--- src/rtl/i2s_pkg.sv ---
// rtl/i2s_pkg.sv - shared types and constants for the I2S receive deserializer
package i2s_pkg;

  typedef enum logic [1:0] {
    ALIGN = 2'd0,
    LEFT  = 2'd1,
    RIGHT = 2'd2
  } state_e;

  localparam int DATA_W_DEF = 32;

  localparam logic CH_LEFT  = 1'b0;
  localparam logic CH_RIGHT = 1'b1;

endpackage

--- src/rtl/i2s_sync_edge.sv ---
// rtl/i2s_sync_edge.sv - multi-flop synchronizer with optional rising-edge strobe
module i2s_sync_edge #(
  parameter int SYNC_STAGES = 2,
  parameter bit EDGE_EN     = 1'b1
) (
  input  logic clk,
  input  logic rst,
  input  logic d_i,
  output logic q_o,
  output logic rise_o
);

  logic [SYNC_STAGES-1:0] sync_q;

  always_ff @(posedge clk) begin
    if (rst) begin
      sync_q <= '0;
    end else begin
      sync_q <= {sync_q[SYNC_STAGES-2:0], d_i};
    end
  end

  assign q_o = sync_q[SYNC_STAGES-1];

  if (EDGE_EN) begin : g_edge
    logic prev_q;

    always_ff @(posedge clk) begin
      if (rst) begin
        prev_q <= 1'b0;
      end else begin
        prev_q <= sync_q[SYNC_STAGES-1];
      end
    end

    assign rise_o = sync_q[SYNC_STAGES-1] & ~prev_q;
  end else begin : g_no_edge
    assign rise_o = 1'b0;
  end

endmodule

--- src/rtl/i2s_rx_deser.sv ---
// rtl/i2s_rx_deser.sv - I2S receive deserializer producing one L/R pair per frame
module i2s_rx_deser
  import i2s_pkg::*;
#(
  parameter int DATA_W      = DATA_W_DEF,
  parameter int SYNC_STAGES = 2
) (
  input  logic              clk,
  input  logic              rst,
  input  logic              en,
  input  logic              bclk_in,
  input  logic              lrck_in,
  input  logic              sdata_in,
  output logic [DATA_W-1:0] left_data,
  output logic [DATA_W-1:0] right_data,
  output logic              sample_valid
);

  localparam int                CNT_W   = $clog2(DATA_W + 1);
  localparam logic [CNT_W-1:0]  CNT_MAX = CNT_W'(DATA_W);
  localparam logic [DATA_W-1:0] MSB_BIT = {1'b1, {(DATA_W-1){1'b0}}};

  logic bclk_rise;
  logic bclk_s;
  logic ws_s;
  logic sd_s;
  logic lrck_rise;
  logic sd_rise;
  logic unused_sync;

  i2s_sync_edge #(.SYNC_STAGES(SYNC_STAGES), .EDGE_EN(1'b1)) u_sync_bclk (
    .clk(clk), .rst(rst), .d_i(bclk_in), .q_o(bclk_s), .rise_o(bclk_rise)
  );
  i2s_sync_edge #(.SYNC_STAGES(SYNC_STAGES), .EDGE_EN(1'b0)) u_sync_lrck (
    .clk(clk), .rst(rst), .d_i(lrck_in), .q_o(ws_s), .rise_o(lrck_rise)
  );
  i2s_sync_edge #(.SYNC_STAGES(SYNC_STAGES), .EDGE_EN(1'b0)) u_sync_sdata (
    .clk(clk), .rst(rst), .d_i(sdata_in), .q_o(sd_s), .rise_o(sd_rise)
  );

  assign unused_sync = bclk_s | lrck_rise | sd_rise;

  state_e            state_q,   state_d;
  logic              ws_prev_q, ws_prev_d;
  logic [DATA_W-1:0] shift_q,   shift_d;
  logic [CNT_W-1:0]  cnt_q,     cnt_d;
  logic [DATA_W-1:0] hold_q,    hold_d;
  logic [DATA_W-1:0] left_q,    left_d;
  logic [DATA_W-1:0] right_q,   right_d;
  logic              valid_q,   valid_d;

  logic [DATA_W-1:0] word;
  logic              ws_edge;

  always_ff @(posedge clk) begin
    if (rst) begin
      state_q   <= ALIGN;
      ws_prev_q <= 1'b0;
      shift_q   <= '0;
      cnt_q     <= '0;
      hold_q    <= '0;
      left_q    <= '0;
      right_q   <= '0;
      valid_q   <= 1'b0;
    end else begin
      state_q   <= state_d;
      ws_prev_q <= ws_prev_d;
      shift_q   <= shift_d;
      cnt_q     <= cnt_d;
      hold_q    <= hold_d;
      left_q    <= left_d;
      right_q   <= right_d;
      valid_q   <= valid_d;
    end
  end

  always_comb begin
    state_d   = state_q;
    ws_prev_d = ws_prev_q;
    shift_d   = shift_q;
    cnt_d     = cnt_q;
    hold_d    = hold_q;
    left_d    = left_q;
    right_d   = right_q;
    valid_d   = 1'b0;

    // Bits land at their final position, so short words come out left-justified.
    word = shift_q;
    if ((cnt_q < CNT_MAX) && sd_s) begin
      word = shift_q | (MSB_BIT >> cnt_q);
    end
    ws_edge = (ws_s != ws_prev_q);

    // Word select is tracked even while disabled so re-alignment sees true edges.
    if (bclk_rise) begin
      ws_prev_d = ws_s;
    end

    if (!en) begin
      state_d = ALIGN;
      shift_d = '0;
      cnt_d   = '0;
    end else if (bclk_rise) begin
      if (ws_edge) begin
        shift_d = '0;
        cnt_d   = '0;
      end else begin
        shift_d = word;
        if (cnt_q < CNT_MAX) begin
          cnt_d = cnt_q + 1'b1;
        end
      end

      case (state_q)
        ALIGN: begin
          if (ws_edge && (ws_s == CH_LEFT)) begin
            state_d = LEFT;
          end
        end
        LEFT: begin
          if (ws_edge) begin
            hold_d  = word;
            state_d = RIGHT;
          end
        end
        RIGHT: begin
          if (ws_edge) begin
            left_d  = hold_q;
            right_d = word;
            valid_d = 1'b1;
            state_d = LEFT;
          end
        end
        default: state_d = ALIGN;
      endcase
    end
  end

  assign left_data    = left_q;
  assign right_data   = right_q;
  assign sample_valid = valid_q;

endmodule

--- config.mk ---
export PLATFORM = sky130hd
export DESIGN_NAME = i2s_rx_deser
export DESIGN_NICKNAME = d
export VERILOG_FILES = /design/src/rtl/i2s_pkg.sv /design/src/rtl/i2s_sync_edge.sv /design/src/rtl/i2s_rx_deser.sv
export SDC_FILE = /design/constraint.sdc
export NUM_CORES = 1
export LEC_CHECK = 0
export CAP_MARGIN = 10
export CORE_AREA = 2 2 180 111
export DETAILED_ROUTE_END_ITERATION = 10
export DIE_AREA = 0 0 182 113
export PLACE_DENSITY = 0.61
export SLEW_MARGIN = 25
export SYNTH_ARGS = -nofsm -noshare
export SYNTH_HDL_FRONTEND = slang
export SYNTH_SLANG_ARGS = --single-unit
--- constraint.sdc ---
create_clock -name clk -period 1.8 [get_ports clk]
set_clock_uncertainty 0.15 [all_clocks]
set_input_delay 0.18 -clock clk [delete_from_list [all_inputs] [get_ports clk]]
set_output_delay 0.18 -clock clk [all_outputs]
set_load 0.01 [all_outputs]
==> impl_metrics.py, run 1 <==
metrics = {
    "grt": {
        "track_usage_pct": 16.6,
        "grt_antenna_before_repair": 0,
        "grt_pass1_vias": 4811,
        "grt_max_degree": 137,
        "overflow": 0,
        "grt_first_pass_wirelength_mm": 26.7,
    },
    "cts": {
        "clk_pin_slew_ns": 0.07,
        "cts.sinks": 145,
        "root_buffer": "clkbuf_16",
        "cts_buffer_depth": 2,
        "htreeDepth": 4,
        "cts_tree": "built",
        "numCtsBuffers": 17,
        "worstSkewPairLatency_ns": 0.42,
    },
    "placement": {
        "gp_congestion": 0.846,
        "dpl-instance-area_mm2": 0.00698,
        "dp_hpwl_mm": 10.2,
        "portBuffers": 70,
        "post-place-ws_ns": -0.200,
    },
    "finish": {
        "drive_above_1_share_pct": 22.6,
        "syn_to_final_growth_pct": 36.3,
        "final_area_mm2": 0.00812,
        "multi_input_area_mm2": 0.00275,
        "regArea_mm2": 0.00291,
        "n_fill_cell": 1768,
        "diodes": 0,
        "nets": 709,
    },
    "floorplanning": {
        "core-area_mm2": 0.0188,
        "start_util_pct": 31.7,
        "pin_count": 71,
        "row_count": 39,
        "dieArea_mm2": 0.0206,
        "die_h_um": 113,
        "dieWidth_um": 182,
    },
    "logic_synthesis": {
        "ys_top_cells_by_area": "dfxtp_1 (49%), a21oi_1 (10%), a211oi_1 (7.2%)",
        "ys_warn_count": 0,
        "synth_commonest_cells": "dfxtp_1 (145), a21oi_1 (123), a211oi_1 (57)",
        "synth_top_area_share_pct": 48.7,
        "synth_area_per_cell_um2": 9.69,
        "synth_edf_count": 0,
        "yosysMostFrequentCell": "dfxtp_1",
        "synth_ff_type": "dfxtp_1",
        "yosysTopAreaCell": "dfxtp_1",
        "ys_seq_area_share_pct": 48.7,
        "ys_types": 43,
        "synth_async_sr_flop_share_pct": 0,
        "synth-seq-cells": 145,
        "synthCells": 615,
        "netlist_area_mm2": 0.00596,
        "syn_nets": 628,
    },
    "setup_path": {
        "reg2reg_from": "u_sync_lrck.sync_q[1]",
        "critPathCaptureType": "flop",
        "crit_fanout": 8,
        "r2r_end": "hold_q[21]",
        "reg2reg_depth": 9,
        "critPathArrivalTime_ns": 2.13,
        "rrSetupSlack_ns": -0.15,
        "worst_setup_path_start_kind": "flop",
        "path_class": "reg2reg",
        "cp.required_ns": 1.98,
    },
    "route": {
        "drt_iter0_markers": 487,
        "drt_first_pass_iters": 6,
        "vias": 5137,
        "post_drt_wl_per_cell_um": 18.1,
        "ant_nets": 0,
        "drc": 0,
        "wl_mm": 17.3,
        "vias_per_cell": 5.38,
    },
    "timing": {
        "tightest_slew_ns": 0.562,
        "drv_slew": 0,
        "final-setup-viol-count": 93,
        "min_period_ns": 1.95,
        "final-hold-violation-count": 0,
        "finalCritPeriodShare_pct": 108,
        "rsz0062_at_grt": "true",
        "layout_setup_ws_ns": -0.149,
        "hold_ws_ns": 0.0939,
        "fmaxAchievable_mhz": 513,
        "slew_headroom_pct": 62.5,
    },
    "worst_hold_path": {
        "worstHoldStart": "rst",
        "holdPathStages": 4,
        "min_to": "cnt_q[0]",
        "min_path_type": "in2reg",
    },
    "outcome": {
        "failed_checks": "setup timing",
        "status": "complete, but fails checks",
    },
    "pwr": {
        "p_leak_uw": 0.00266,
        "p_per_area_mw_per_mm2": 851,
        "vdd_drop_max_mv": 0.591,
    },
    "run": {
        "drv_cap": 0,
    },
}
-- worst max-delay path, cell delays in order, from the launching register on --
cell,delay (ns)
dfxtp_2,0.33
inv_2,0.04
ha_4,0.22
nor4bb_4,0.27
buf_6,0.15
buf_12,0.12
buf_12,0.13
buf_16,0.13
a21oi_1,0.07
a211oi_1,0.24
-- area by class of cell --
| cell class | count | area share, % |
|---|---|---|
| flip-flops and latches | 145 | 35.8 |
| multi-input cells | 397 | 33.8 |
| repair buffers | 130 | 19.2 |
| clock buffers | 20 | 5.62 |
| well taps | 246 | 3.79 |
| clock inverters | 11 | 1.57 |
| inverters | 5 | 0.231 |
-- what timing repair did --
item / CTS / global route
buffers inserted: 5 / 0
setup endpoints to repair: 131 / 97
hold buffers: 0 / 0
gates cloned: 9 / 4
pin swaps: 12 / 20
gates resized for setup: 22 / 27
-- flip-flops by register name, summed over array words and instances, names as in the netlist --
signal and flops:
u_sync_bclk.sync_q 2, u_sync_lrck.sync_q 2, state_q 2, sample_valid 1
left_data 32, hold_q 32, u_sync_bclk.g_edge.prev_q 1, right_data 32
ws_prev_q 1, shift_q 32, u_sync_sdata.sync_q 2, cnt_q 6
-- how the worst max path moves through the flow --
stage	from	endpoint	slack, ns
global placement	en	right_data[17]	-0.14
CTS	u_sync_lrck.sync_q[1]	hold_q[25]	-0.08
finish	u_sync_lrck.sync_q[1]	hold_q[21]	-0.15
floorplan	u_sync_lrck.sync_q[1]	left_data[10]	0.03
detailed placement	en	hold_q[0]	-0.20
global route	u_sync_lrck.sync_q[1]	hold_q[21]	-0.20
-- where the power goes --
group / internal [uW] / switching, uW / total (uW)
clock: 2120 / 1410 / 3530
sequential: 3220 / 5.21 / 3220
combinational: 73.1 / 91.9 / 165
total: 5410 / 1510 / 6910
-- cells in the final DEF, fill, tap and decap left out, types with 2 or more instances in the layout --
| cell type | synthesis | layout |
|---|---|---|
| dfxtp_1 | 145 | 141 |
| a21oi_1 | 123 | 114 |
| clkdlybuf4s50_1 | 0 | 69 |
| a211oi_1 | 57 | 46 |
| nor2_1 | 37 | 37 |
| nand2b_1 | 34 | 34 |
| buf_4 | 13 | 34 |
| nand4b_1 | 32 | 32 |
| clkbuf_16 | 0 | 21 |
| o21ai_2 | 20 | 20 |
| a211oi_2 | 8 | 19 |
| nor2b_1 | 14 | 12 |
| buf_12 | 0 | 11 |
| o21ai_0 | 14 | 10 |
| a21oi_2 | 0 | 9 |
| a31oi_1 | 9 | 9 |
| buf_16 | 0 | 8 |
| o21ai_1 | 2 | 6 |
| nand2_1 | 6 | 6 |
| ha_1 | 7 | 6 |
| inv_1 | 5 | 4 |
| and4b_1 | 4 | 4 |
| dfxtp_2 | 0 | 4 |
| and2_4 | 1 | 3 |
| a41oi_1 | 3 | 3 |
| inv_6 | 0 | 3 |
| clkinvlp_4 | 0 | 3 |
| nor4bb_1 | 4 | 2 |
| nor4bb_2 | 0 | 2 |
| and4bb_2 | 2 | 2 |
| nand3_1 | 2 | 2 |
| clkbuf_8 | 0 | 2 |
| bufinv_16 | 0 | 2 |
| clkinv_2 | 0 | 2 |
| buf_6 | 11 | 2 |
-- through the flow --
step                utilization (%)  power (uW)  TNS [ns]  std cells
floorplan                         -        3400         0        615
global placement               37.0        3440    -11.70        905
detailed placement             37.0        3450    -12.08        905
CTS                            42.1        6940     -4.35        950
global route                   43.1        7120    -10.68        954
finish                         43.1        6910     -5.39        954
-- cell families after synthesis --
logic type	after synthesis	synth area share [%]
AND/OR/NAND/NOR	151	17.0
AO/OA/AOI/OAI	238	25.1
buffers and inverters	73	7.53
flip-flops	145	48.7
multiplexers	1	0.168
adder cells (fa/ha/maj)	7	1.47
-- metal layers --
layer	up-vias	track usage [%]	part of all wire, %
li1	2412	-	-
met1	2517	24.3	51
met2	193	24.3	42
met3	15	4.02	6.7
met4	0	4.19	0.83
met5	-	0	0
Power figures use the tool's default switching activity.
==> run 2: changes to the inputs <==
--- a/config.mk
+++ b/config.mk
@@ -5,11 +5,12 @@
 export SDC_FILE = /design/constraint.sdc
 export NUM_CORES = 1
 export LEC_CHECK = 0
+export ABC_AREA = 1
 export CAP_MARGIN = 10
-export CORE_AREA = 2 2 180 111
+export CORE_AREA = 2 2 179 111
 export DETAILED_ROUTE_END_ITERATION = 10
-export DIE_AREA = 0 0 182 113
-export PLACE_DENSITY = 0.61
+export DIE_AREA = 0 0 181 113
+export PLACE_DENSITY = 0.49
 export SLEW_MARGIN = 25
 export SYNTH_ARGS = -nofsm -noshare
 export SYNTH_HDL_FRONTEND = slang
==> run 2 against run 1 <==
The run now ends clean; maximum frequency increased by 14%; die area decreased by 0.55%; worst setup slack improved by 0.24 ns; sequential power about the same; area after synthesis decreased by 0.94%; routed wire length decreased by 13%; flip-flop and latch count unchanged; design area decreased by 2.1%; critical path type unchanged; largest cell class unchanged; largest power group unchanged.
==> impl_metrics.py, run 2 <==
metrics = {
    "pwr": {
        "p_per_area_mw_per_mm2": 935,
        "swShare_pct": 20.0,
        "cell_internal_pwr_uw": 5950,
        "comb_power_share_pct": 2.8,
        "p_leak_uw": 0.00345,
        "clockPowerShare_pct": 53.8,
        "vdd_drop_max_mv": 0.607,
        "pwr-share-seq_pct": 43.4,
        "p_sw_uw": 1490,
    },
    "cts": {
        "cts_setup_buffers": 0,
        "root_buffer": "clkbuf_16",
        "cts.sinks": 145,
        "holdBufCountCts": 0,
        "cts_tree": "built",
        "htreeDepth": 4,
        "clk_pin_slew_ns": 0.06,
        "cts_buffer_depth": 2,
        "numCtsBuffers": 17,
        "worstSkewPairLatency_ns": 0.42,
    },
    "timing": {
        "final-hold-violation-count": 0,
        "slew_headroom_pct": 76.5,
        "tightest_slew_ns": 0.348,
        "final-setup-viol-count": 0,
        "min_period_ns": 1.71,
        "fmaxAchievable_mhz": 586,
        "layout_setup_ws_ns": 0.0923,
        "drv_slew": 0,
        "finalCritPeriodShare_pct": 94.9,
        "rsz0062_at_grt": "true",
    },
    "placement": {
        "portBuffers": 70,
        "gp_congestion": 0.783,
        "dp_hpwl_mm": 10.8,
        "post-place-ws_ns": -0.0465,
        "dp_cells": 1174,
    },
    "finish": {
        "drive_above_1_share_pct": 11.2,
        "layout_commonest_cell": "nor2_1",
        "syn_to_final_growth_pct": 34.6,
        "nets": 960,
        "diodes": 0,
        "finalNonFillerCells": 1205,
        "layout_common_cells": "nor2_1 (258), nand2_1 (160), dfxtp_1 (145), inv_1 (99), clkdlybuf4s50_1 (70)",
    },
    "grt": {
        "grt_first_pass_wirelength_mm": 25.0,
        "grt_pass1_vias": 4748,
        "overflow": 0,
        "grt_max_degree": 40,
        "track_usage_pct": 15.7,
        "grt_antenna_before_repair": 0,
    },
    "floorplanning": {
        "dieArea_mm2": 0.0205,
        "core-area_mm2": 0.0187,
        "row_count": 39,
        "die_h_um": 113,
        "dieWidth_um": 181,
        "start_util_pct": 31.5,
        "pin_count": 71,
    },
    "logic_synthesis": {
        "netlist_area_mm2": 0.00591,
        "yosys.area_share.simple_pct": 30.2,
        "synth_edf_count": 0,
        "ys_types": 24,
        "muxShareOfSynthArea_pct": 0,
        "synth_fa_ha_area_share_pct": 1.48,
        "synth-seq-cells": 145,
        "synth_async_sr_flop_share_pct": 0,
        "synth_xor_area_share_pct": 0,
        "syn_nets": 855,
        "synth_ff_type": "dfxtp_1",
        "ys_seq_area_share_pct": 49.2,
        "synthCells": 842,
        "ys_top_cells_by_area": "dfxtp_1 (49%), nor2_1 (16%), nand2_1 (10%)",
        "synth_top_family_by_area": "simple AND/OR/NAND/NOR gates",
        "synth_commonest_cells": "nor2_1 (258), nand2_1 (160), dfxtp_1 (145)",
        "yosysMostFrequentCell": "nor2_1",
        "synth_area_per_cell_um2": 7.01,
        "ys_warn_count": 0,
        "synth_compound_area_share_pct": 9.11,
        "synth_top_area_share_pct": 49.2,
        "yosysTopAreaCell": "dfxtp_1",
    },
    "run": {
        "drv_cap": 0,
    },
    "setup_path": {
        "worst-path-buf-inv": 2,
        "worst_path_largest_cell_delay_ns": 0.39,
        "path_cells": "buf_4 > ha_1 > nand3_1 > o21bai_1 > buf_4 > nor2_1 > nor2_1",
        "cp_slowest_cell": "dfxtp_1",
        "path_class": "reg2reg",
        "worst_setup_path_start_kind": "flop",
        "cp.required_ns": 2.01,
        "critPathArrivalTime_ns": 1.92,
        "critPathTopFamily": "flip-flops",
        "crit_fanout": 4,
        "critPathCaptureType": "flop",
    },
    "route": {
        "drt_iter0_markers": 323,
        "route.met3.wl_um": 724,
        "highest_layer": "met4",
        "wl_met1_mm": 8.56,
        "post_drt_wl_per_cell_um": 12.5,
        "drc": 0,
        "drt_first_pass_iters": 5,
        "dr_wl_met2_mm": 5.71,
        "vias_per_cell": 4.17,
        "wl_mm": 15.1,
        "ant_nets": 0,
        "vias": 5029,
    },
    "outcome": {
        "status": "finished clean",
    },
    "worst_hold_path": {
        "min_path_type": "in2reg",
    },
}
run 2: changes by cell type in the layout (fill, tap and decap cells not counted), sizes merged, moves of 4 or more:
cell | before | now
a31oi | 9 | 0
nand2 | 6 | 164
o21ai | 36 | 53
nand2b | 35 | 0
inv | 8 | 104
nand4b | 32 | 0
nor4bb | 5 | 0
nor2 | 37 | 261
and4b | 4 | 0
nand3 | 2 | 20
o21bai | 0 | 29
a21oi | 123 | 11
a211oi | 65 | 0
nor2b | 14 | 0
run 2: final timing paths:
path	from	end	slack, ns	depth (start not counted)
max	cnt_q[1]	right_data[17]	0.09	7
min	bclk_in	u_sync_bclk.sync_q[0]	0.13	3
max reg2reg	cnt_q[1]	right_data[17]	0.09	7
min reg2reg	u_sync_sdata.sync_q[0]	u_sync_sdata.sync_q[1]	0.25	2
run 2: layer usage:
layer / global-route usage, % / vias up
met5: 0 / -
met4: 3.74 / 0
met3: 4.63 / 7
met2: 21.4 / 87
met1: 24.0 / 2182
li1: - / 2753
run 2: what timing repair did:
item	in CTS	in global routing
gates resized for setup	1	17
setup endpoints to repair	2	83
pin swaps	0	2
cloned	0	0
run 2: worst reg2reg max path: stages (launching register included):
cell and delay [ns]:
dfxtp_1 0.39, buf_4 0.14, ha_1 0.28, nand3_1 0.17, o21bai_1 0.22, buf_4 0.17, nor2_1 0.05, nor2_1 0.08
run 2: power groups by stage:
| stage | Sequential (uW) | Clock [uW] | Combinational, uW |
|---|---|---|---|
| final | 3220 | 4000 | 211 |
| after detailed placement | 3290 | 0 | 209 |
| after global placement | 3290 | 0 | 210 |
| after global routing | 3220 | 4240 | 237 |
| after floorplan | 3290 | 0 | 108 |
| after CTS | 3220 | 4090 | 210 |
run 2: through the flow:
step	utilization (%)	hold slack [ns]	cell area (um^2)	power, uW	setup TNS [ns]
after CTS	42.1	0.109	7890	7530	0
after global placement	38.5	0.244	7210	3500	-0.0408
final	42.4	0.125	7950	7430	0
after floorplan	-	0.137	5910	3400	0
after global routing	42.4	0.119	7950	7700	-0.0224
after detailed placement	38.5	0.243	7210	3500	-0.308
run 2: area by class of cell:
class,instances,area [um^2]
inverters,104,393
fillers,1976,10800
clock inverters,8,173
repair buffers,125,1210
flip-flops and latches,145,2900
well taps,246,308
clock buffers,23,498
multi-input cells,554,2460
run 2: kinds of logic (layout without fill, tap and decap cells):
| kind of cell | count (synthesis) | in the layout |
|---|---|---|
| flip-flops | 145 | 145 |
| buffers and inverters | 143 | 260 |
| AO/OA/AOI/OAI | 93 | 93 |
| AND/OR/NAND/NOR | 454 | 454 |
| adder cells (fa/ha/maj) | 7 | 7 |
==> run 3: changes to the inputs <==
--- a/config.mk
+++ b/config.mk
@@ -8,9 +8,10 @@
 export ABC_AREA = 1
 export CAP_MARGIN = 10
 export CORE_AREA = 2 2 179 111
+export CTS_CLUSTER_SIZE = 16
 export DETAILED_ROUTE_END_ITERATION = 10
 export DIE_AREA = 0 0 181 113
-export PLACE_DENSITY = 0.49
+export PLACE_DENSITY = 0.47
 export SLEW_MARGIN = 25
 export SYNTH_ARGS = -nofsm -noshare
 export SYNTH_HDL_FRONTEND = slang
==> constraint.sdc (replaced) <==
create_clock -name clk -period 2.17 [get_ports clk]
set_clock_uncertainty 0.15 [all_clocks]
set_input_delay 0.217 -clock clk [delete_from_list [all_inputs] [get_ports clk]]
set_output_delay 0.217 -clock clk [all_outputs]
set_load 0.01 [all_outputs]
==> run 3 against run 2 <==
Routed wire length fell by 2.1%; worst setup slack improved by 0.14 ns; final cell count fell by 2.2%; utilization fell by 1.9 points; via count fell by 2.1%; register-to-register slack improved by 0.14 ns; global-route usage fell by 0.56 points; critical endpoint is now left_data[0].
==> impl_metrics.py, run 3 (synthesized netlist as in run 2, its figures left out) <==
metrics = {
    "grt": {
        "grt_max_degree": 99,
        "met2_usage_pct": 21.2,
        "use_met3_pct": 3.25,
        "overflow": 0,
        "grt-busiest-layer": "met1",
        "grt_antenna_before_repair": 0,
        "grt_pass1_vias": 4642,
        "grt_first_pass_wirelength_mm": 24.3,
        "track_usage_pct": 15.2,
        "gr-usage-met1_pct": 22.7,
    },
    "finish": {
        "regArea_mm2": 0.00290,
        "diodes": 0,
        "n_fill_cell": 1984,
        "layout_common_cells": "nor2_1 (258), nand2_1 (160), dfxtp_1 (145), inv_1 (99), clkdlybuf4s50_1 (70)",
        "nets": 933,
        "drive_above_1_share_pct": 7.50,
        "multi_input_area_mm2": 0.00241,
        "final_area_mm2": 0.00759,
        "layout_commonest_cell": "nor2_1",
        "final_util_pct": 40.5,
        "syn_to_final_growth_pct": 28.5,
    },
    "floorplanning": {
        "die_h_um": 113,
        "pin_count": 71,
        "start_util_pct": 31.5,
        "dieWidth_um": 181,
        "core-area_mm2": 0.0187,
        "dieArea_mm2": 0.0205,
        "row_count": 39,
    },
    "cts": {
        "worstSkewPairLatency_ns": 0.42,
        "cts_tree": "built",
        "cts_setup_buffers": 0,
        "htreeDepth": 4,
        "root_buffer": "clkbuf_16",
        "cts.sinks": 145,
        "holdBufCountCts": 0,
        "cts-resized-gates": 0,
        "cts_buffer_depth": 2,
        "clk_pin_slew_ns": 0.06,
        "numCtsBuffers": 17,
    },
    "outcome": {
        "status": "finished clean",
    },
    "setup_path": {
        "rrSetupSlack_ns": 0.23,
        "path_cells": "inv_1 > ha_1 > nor2_2 > nand2_2 > buf_12 > o21ai_0 > nor2_1",
        "cp.required_ns": 2.32,
        "cp_num_cells": 7,
        "critPathCaptureType": "flop",
        "crit_fanout": 98,
        "worst_setup_path_start_kind": "flop",
        "worst_path_largest_cell_delay_ns": 0.37,
        "worst-path-buf-inv": 2,
        "critPathTopFamily": "adder cells",
        "reg2reg_depth": 7,
        "cp_slowest_cell": "ha_1",
        "r2r_end": "left_data[0]",
        "critPathArrivalTime_ns": 2.09,
        "reg2reg_from": "u_sync_lrck.sync_q[1]",
        "path_class": "reg2reg",
    },
    "timing": {
        "slew_headroom_pct": 70.2,
        "final-setup-viol-count": 0,
        "final-hold-violation-count": 0,
        "min_period_ns": 1.94,
        "rsz0062_at_grt": "false",
        "totalNegativeSetupSlack_ns": 0,
        "drv_slew": 0,
        "finalCritPeriodShare_pct": 89.4,
        "fmaxAchievable_mhz": 516,
        "tightest_slew_ns": 0.446,
    },
    "route": {
        "drt_first_pass_iters": 4,
        "vias_per_cell": 4.18,
        "wl_mm": 14.8,
        "post_drt_wl_per_cell_um": 12.5,
        "vias": 4925,
        "drc": 0,
        "ant_nets": 0,
        "drt_iter0_markers": 284,
    },
    "worst_hold_path": {
        "worstHoldStart": "lrck_in",
        "min_path_type": "in2reg",
        "holdPathStages": 3,
        "min_to": "u_sync_lrck.sync_q[0]",
    },
    "pwr": {
        "vdd_drop_max_mv": 0.549,
        "p_leak_uw": 0.00323,
        "p_per_area_mw_per_mm2": 761,
    },
    "placement": {
        "dpl-instance-area_mm2": 0.00698,
        "gp_congestion": 0.772,
        "portBuffers": 70,
        "dp_hpwl_mm": 10.1,
    },
    "run": {
        "drv_cap": 0,
    },
}
-- run 3: cell types whose count changed in the layout (fill, tap and decap cells not counted), moves of 2 or more --
cell / delta
buf_4: -23
o21ai_1: -3
bufinv_16: -3
o21bai_2: -8
clkinvlp_4: +3
buf_12: -2
o21bai_1: +9
o21ai_0: +3
-- run 3: worst max-delay path by stage --
stage                           from             to  slack, ns
3_3_place_gp                      en  left_data[27]       0.22
5_1_grt        u_sync_lrck.sync_q[1]   left_data[3]       0.06
2_1_floorplan  u_sync_lrck.sync_q[1]  right_data[3]       0.54
3_5_place_dp                      en  left_data[27]       0.20
4_1_cts        u_sync_lrck.sync_q[1]  left_data[27]       0.18
6_report       u_sync_lrck.sync_q[1]   left_data[0]       0.23
-- run 3: layer usage --
layer | routed length [um] | up-vias
li1 | - | 2704
met1 | 8330 | 2137
met2 | 5700 | 68
met3 | 535 | 16
met4 | 204 | 0
met5 | 0 | -
-- run 3: final cells by class --
| class | count | share of cell area [%] |
|---|---|---|
| well taps | 246 | 4.06 |
| multi-input cells | 554 | 31.8 |
| repair buffers | 98 | 12.8 |
| inverters | 104 | 5.15 |
| clock buffers | 24 | 6.61 |
| clock inverters | 8 | 1.34 |
| flip-flops and latches | 145 | 38.3 |
-- run 3: tightest hold or removal path, cell delays in order --
cell,delay [ns]
clkdlybuf4s50_1,0.39
inv_1,0.05
nor2_1,0.03
-- run 3: where the power goes --
group | switching, uW | internal, uW | total (uW)
Combinational | 95.4 | 44.6 | 140
Sequential | 3.53 | 2670 | 2670
Clock | 1120 | 1840 | 2960
-- run 3: metrics by stage --
stage / setup slack (ns) / hold slack (ns) / instances / total power (uW)
after global placement: 0.217 / 0.259 / 1147 / 2870
after global routing: 0.0562 / 0.178 / 1179 / 5990
final: 0.231 / 0.165 / 1179 / 5770
after floorplan: 0.545 / 0.174 / 842 / 2820
after CTS: 0.180 / 0.152 / 1179 / 5850
after detailed placement: 0.199 / 0.258 / 1147 / 2870
